### src/rtl/fifo_pkt_pkg.sv
// Shared state encoding and frame markers for the FIFO packetizer.
// The checksum state exists only when PKT_CHECKSUM_EN is defined.
package fifo_pkt_pkg;

  typedef logic [2:0] pkt_state_t;

  localparam pkt_state_t ST_IDLE    = 3'd0;
  localparam pkt_state_t ST_HDR     = 3'd1;
  localparam pkt_state_t ST_PAYLOAD = 3'd2;
  localparam pkt_state_t ST_TRAILER = 3'd3;
`ifdef PKT_CHECKSUM_EN
  localparam pkt_state_t ST_CKSUM   = 3'd4;
`endif

  localparam logic [7:0] HDR_MARK = 8'hA5;
  localparam logic [7:0] TRL_MARK = 8'h5A;

endpackage

### src/rtl/pkt_timeout_ctr.sv
// Idle-cycle counter; expired_o flags the cycle on which the count
// would reach TIMEOUT, so the caller can close the packet on that edge.
module pkt_timeout_ctr #(
  parameter int TIMEOUT = 255
) (
  input  logic clk,
  input  logic rst_n,
  input  logic clear_i,
  input  logic en_i,
  output logic expired_o
);

  localparam int CW = $clog2(TIMEOUT + 1);

  logic [CW-1:0] count_q, count_d;

  always_comb begin
    count_d = count_q;
    if (clear_i) begin
      count_d = '0;
    end else if (en_i) begin
      count_d = count_q + 1'b1;
    end
  end

  always_ff @(posedge clk) begin
    if (!rst_n) begin
      count_q <= '0;
    end else begin
      count_q <= count_d;
    end
  end

  assign expired_o = en_i && !clear_i && (count_q == CW'(TIMEOUT - 1));

endmodule

### src/rtl/fifo_packetizer.sv
// Drains an upstream FIFO into header / payload / trailer packets.
// Define PKT_CHECKSUM_EN to append an XOR checksum word after the trailer.
module fifo_packetizer
  import fifo_pkt_pkg::*;
#(
  parameter int WIDTH   = 32,
  parameter int PKT_LEN = 8,
  parameter int TIMEOUT = 255
) (
  input  logic             clk,
  input  logic             rst_n,
  input  logic [WIDTH-1:0] fifo_dout,
  input  logic             fifo_empty,
  output logic             fifo_rd,
  output logic [WIDTH-1:0] m_data,
  output logic             m_valid,
  input  logic             m_ready,
  output logic             m_last,
  output logic [15:0]      pkt_count
);

  pkt_state_t       state_q, state_d;
  logic [7:0]       seq_q, seq_d;
  logic [7:0]       len_q, len_d, lenNext;
  logic [15:0]      pktCount_q, pktCount_d;
  logic [WIDTH-1:0] hdrWord, trlWord, dataRaw;
  logic             validRaw, lastRaw, xfer, finishPkt, inPayload, expired;
`ifdef PKT_CHECKSUM_EN
  logic [WIDTH-1:0] cksum_q, cksum_d;
`endif

  always_comb begin
    hdrWord                = '0;
    hdrWord[WIDTH-1 -: 8]  = HDR_MARK;
    hdrWord[15:8]          = seq_q;
    trlWord                = '0;
    trlWord[WIDTH-1 -: 8]  = TRL_MARK;
    trlWord[15:8]          = seq_q;
    trlWord[7:0]           = len_q;
  end

  always_comb begin
    validRaw = 1'b0;
    lastRaw  = 1'b0;
    dataRaw  = '0;
    case (state_q)
      ST_HDR: begin
        validRaw = 1'b1;
        dataRaw  = hdrWord;
      end
      ST_PAYLOAD: begin
        validRaw = !fifo_empty;
        dataRaw  = fifo_dout;
      end
      ST_TRAILER: begin
        validRaw = 1'b1;
        dataRaw  = trlWord;
`ifndef PKT_CHECKSUM_EN
        lastRaw  = 1'b1;
`endif
      end
`ifdef PKT_CHECKSUM_EN
      ST_CKSUM: begin
        validRaw = 1'b1;
        dataRaw  = cksum_q;
        lastRaw  = 1'b1;
      end
`endif
      default: ;
    endcase
  end

  // Handshake outputs are forced low while reset is held, not just after the edge.
  assign m_valid   = rst_n & validRaw;
  assign m_last    = rst_n & lastRaw;
  assign m_data    = dataRaw;
  assign xfer      = m_valid & m_ready;
  assign inPayload = (state_q == ST_PAYLOAD);
  assign fifo_rd   = xfer & inPayload;
  assign finishPkt = xfer & m_last;
  assign lenNext   = len_q + 8'd1;
  assign pkt_count = pktCount_q;

  pkt_timeout_ctr #(
    .TIMEOUT (TIMEOUT)
  ) u_timeout (
    .clk       (clk),
    .rst_n     (rst_n),
    .clear_i   (!inPayload || xfer),
    .en_i      (inPayload && fifo_empty),
    .expired_o (expired)
  );

  always_comb begin
    state_d    = state_q;
    seq_d      = seq_q;
    len_d      = len_q;
    pktCount_d = pktCount_q;
`ifdef PKT_CHECKSUM_EN
    cksum_d    = cksum_q;
`endif
    case (state_q)
      ST_IDLE:    if (!fifo_empty) state_d = ST_HDR;
      ST_HDR:     if (xfer) state_d = ST_PAYLOAD;
      ST_PAYLOAD: begin
        // A popped word always wins over the idle timeout.
        if (xfer) begin
          len_d = lenNext;
`ifdef PKT_CHECKSUM_EN
          cksum_d = cksum_q ^ fifo_dout;
`endif
          if (lenNext == 8'(PKT_LEN)) state_d = ST_TRAILER;
        end else if (expired) begin
          state_d = ST_TRAILER;
        end
      end
`ifdef PKT_CHECKSUM_EN
      ST_TRAILER: if (xfer) state_d = ST_CKSUM;
`endif
      default: ;
    endcase
    if (finishPkt) begin
      state_d    = ST_IDLE;
      seq_d      = seq_q + 8'd1;
      pktCount_d = pktCount_q + 16'd1;
      len_d      = '0;
`ifdef PKT_CHECKSUM_EN
      cksum_d    = '0;
`endif
    end
  end

  always_ff @(posedge clk) begin
    if (!rst_n) begin
      state_q    <= ST_IDLE;
      seq_q      <= '0;
      len_q      <= '0;
      pktCount_q <= '0;
`ifdef PKT_CHECKSUM_EN
      cksum_q    <= '0;
`endif
    end else begin
      state_q    <= state_d;
      seq_q      <= seq_d;
      len_q      <= len_d;
      pktCount_q <= pktCount_d;
`ifdef PKT_CHECKSUM_EN
      cksum_q    <= cksum_d;
`endif
    end
  end

endmodule
### config.mk
export PLATFORM = sky130hd
export DESIGN_NAME = fifo_packetizer
export DESIGN_NICKNAME = d
export VERILOG_FILES = /design/src/rtl/fifo_pkt_pkg.sv /design/src/rtl/pkt_timeout_ctr.sv /design/src/rtl/fifo_packetizer.sv
export SDC_FILE = /design/constraint.sdc
export NUM_CORES = 1
export LEC_CHECK = 0
export CORE_MARGIN = 2
export CORE_UTILIZATION = 32
export CTS_BUF_LIST = sky130_fd_sc_hd__clkbuf_8
export DETAILED_ROUTE_END_ITERATION = 12
export RECOVER_POWER = 25
export SLEW_MARGIN = 10
export SYNTH_ARGS = -nofsm -noshare
export SYNTH_HDL_FRONTEND = slang
export SYNTH_HIERARCHICAL = 1
export SYNTH_SLANG_ARGS = --single-unit
### constraint.sdc
create_clock -name clk -period 6 [get_ports clk]
set_input_delay 1.2 -clock clk [delete_from_list [all_inputs] [get_ports clk]]
set_output_delay 1.2 -clock clk [all_outputs]
set_load 0.02 [all_outputs]
==> impl_metrics.csv <==
group,metric,value,unit
worst_hold_path,hold_class,"reg -> reg",
detailed_routing,drcViolationCount,0,
detailed_routing,route.met2.wl,3167,um
detailed_routing,vias_per_cell,4.906,
setup_path,rrSetupSlack,3370,ps
sta,setup_tns,0,ps
synth,muxShareOfSynthArea,0.01298,
place,hpwlAfterDp,4700,um
place,routabilityCongestion,0.7241,
sta,tightest_slew,889.1,ps
global_routing,grt_pass1_vias,2152,
setup_path,crit_path_end_kind,"output port",
pwr,leakage,1.385,nW
synth,synth-adder-area-share,0.05991,
sta,finalSetupViolCount,0,
floorplan,die_h,92.50,um
setup_path,crit_type,"in -> out",
synth,yosys_most_used_dff,"dfxtp_1",
clock_network,post_cts_buffers,0,
floorplan,dieArea,8555,um^2
sta,grt_setup_unrepaired,"no",
cells_and_area,stdcell_area,3542,um^2
cells_and_area,diodes,0,
cells_and_area,nNetsFinal,425,
detailed_routing,wl,6495,um
place,port-buffer-count,86,
synth,syn_nets,344,
sta,hold_viol,0,
floorplan,start_util,0.3277,
detailed_routing,firstDrtPassIters,4,
synth,yosys-top-cells-area,"dfxtp_1 34%, and2_1 6.7%, ha_1 6.0%",
synth,synth_most_common_cell,"dfxtp_1",
clock_network,hold_buffers,0,
floorplan,fp-row-count,32,
clock_network,root_buffer,"clkbuf_8",
cells_and_area,drive_above_1_share,0.03704,
sta,max_freq,0.2023,GHz
outcome,status,"completed",
clock_network,clk_latency,300,ps
pwr,p_per_area,231.0,nW/um^2
clock_network,cts_max_level,2,
clock_network,cts_buffer_depth,2,
detailed_routing,dr_total_vias,2355,
clock_network,numCtsBuffers,5,
setup_path,crit_fanout,31,
synth,yosys.area.top_type_share,0.3355,
detailed_routing,wire_per_inst,13.53,um
synth,synth_seq_cells,42,
setup_path,crit_path_start_kind,"input port",
floorplan,io-pin-count,87,
synth,seq_area_frac_synth,0.3355,
synth,yosys_warnings,6,
synth,syn_inst,296,
place,postPlaceCellArea,3452,um^2
sta,period_needed,4942,ps
synth,synth-simple-area-share,0.2961,
sta,drv_slew,0,
detailed_routing,wl_met1,3093,um
detailed_routing,wl_met3,188,um
setup_path,crit_arrival,3740,ps
synth,netlist_top_cells_count,"42 x dfxtp_1, 27 x and2_1, 25 x nand2_1, 18 x nor2_1, 16 x a22o_1",
synth,synth_cell_types,41,
synth,synth_compound_area_frac,0.1618,
synth,synth_edf_count,0,
sta,skew,15.54,ps
cells_and_area,post-route-util,0.4632,
global_routing,grt_overflow_total,0,
global_routing,track_usage,0.1501,
clock_network,cts_resized,0,
run,max_cap_viol_count,0,
detailed_routing,antenna_left,0,
cells_and_area,fillerInstances,761,
clock_network,cts_sinks,42,
sta,finalCritPeriodShare,0.8237,
sta,relSlewSlack,0.4060,
global_routing,antenna_found_initial,0,
synth,synth-xor-area-share,0.09436,
synth,async_flop_share,0,
setup_path,critPathRequiredTime,4800,ps
clock_network,cts_tree,"yes",
floorplan,core_area,7647,um^2
detailed_routing,top_layer,"met4",
synth,syn-cell-area,2506,um^2
global_routing,grt_max_degree,32,
cells_and_area,synthToLayoutAreaGrowth,41.34,%
synth,yosys.area.top_type,"dfxtp_1",
pwr,irDropWorstVdd,71.13,uV
detailed_routing,drt_iter0_markers,66,
floorplan,die_w,92.50,um
synth,syn_avg_cell_area,8.467,um^2
global_routing,grt_pass1_wl,10490,um
synth,synth_top_family_by_area,"simple AND/OR/NAND/NOR gates",
clock_network,clk_pin_slew,80,ps
## cell type report
type                       count  area, um^2  area share
clock buffer                   5       68.82     0.01943
inverter                       9       33.78    0.009537
multi-input combinational    230        1548      0.4369
clock inverter                 3       43.79     0.01236
sequential                    42       840.8      0.2374
timing repair buffer          89       879.6      0.2483
tap                          102       127.6     0.03603
## critical path: stages
cell	delay, ps
dlygate4sd3_1	520
buf_4	260
nand2_1	110
a2111oi_0	460
clkbuf_1	470
clkdlybuf4s50_1	710
## power breakdown
part / internal, W / total (W) / switching (W)
Combinational: 0.000137 / 0.000292 / 0.000155
Sequential: 0.000286 / 0.000297 / 0.0000115
Clock: 0.000125 / 0.000229 / 0.000104
## final timing paths
kind,start,endpoint,cells past startpoint
max,rst_n,fifo_rd,6
min,u_timeout/count_q[6],u_timeout/count_q[6],2
max reg2reg,state_q[1],state_q[1],12
min reg2reg,u_timeout/count_q[6],u_timeout/count_q[6],2
## logic make-up after synthesis
group / count (synthesis)
buffers and inverters: 24
flip-flops: 42
AO/OA/AOI/OAI: 54
AND/OR/NAND/NOR: 134
XOR/XNOR: 27
adder cells (fa/ha/maj): 12
multiplexers: 3
## state kept, by name, indices dropped and copies added (netlist names)
register,flops
pkt_count,16
len_q,8
state_q,2
u_timeout/count_q,8
seq_q,8
## routing by layer
| metal | track usage | vias up |
|---|---|---|
| met5 | 0 | - |
| met4 | 0.04104 | 0 |
| met3 | 0.02766 | 4 |
| met2 | 0.2445 | 37 |
| met1 | 0.2034 | 1112 |
| li1 | - | 1202 |
## stage by stage
step	total power (W)	setup slack, ps	instances	hold WS, ps
4_1_cts	0.0008355	1515	480	492.8
3_3_place_gp	0.0006056	1530	472	468.3
2_1_floorplan	0.0004870	2794	296	458.0
3_5_place_dp	0.0006055	1528	472	479.6
6_report	0.0008184	1058	480	493.3
5_1_grt	0.0008704	830.2	480	535.0
## cell usage in the layout (no fill, tap or decap), types with 3 or more instances in the layout
master           instances
ha_1                    12
and2_1                  26
a21oi_1                  7
and3_1                   7
xor2_1                  14
inv_1                    9
clkbuf_8                 5
dlygate4sd3_1           17
nand4_1                 13
nor3_1                   4
clkdlybuf4s50_1         69
a22o_1                  16
nand3_1                 13
xnor2_1                 13
nor4b_1                  3
dfxtp_1                 42
nand2b_1                 4
a21boi_0                 7
nand2_1                 25
nor2_1                  18
a21o_1                   4
a211oi_1                 3
or3_1                    8
o21ai_0                 12
Power figures use the tool's default switching activity.
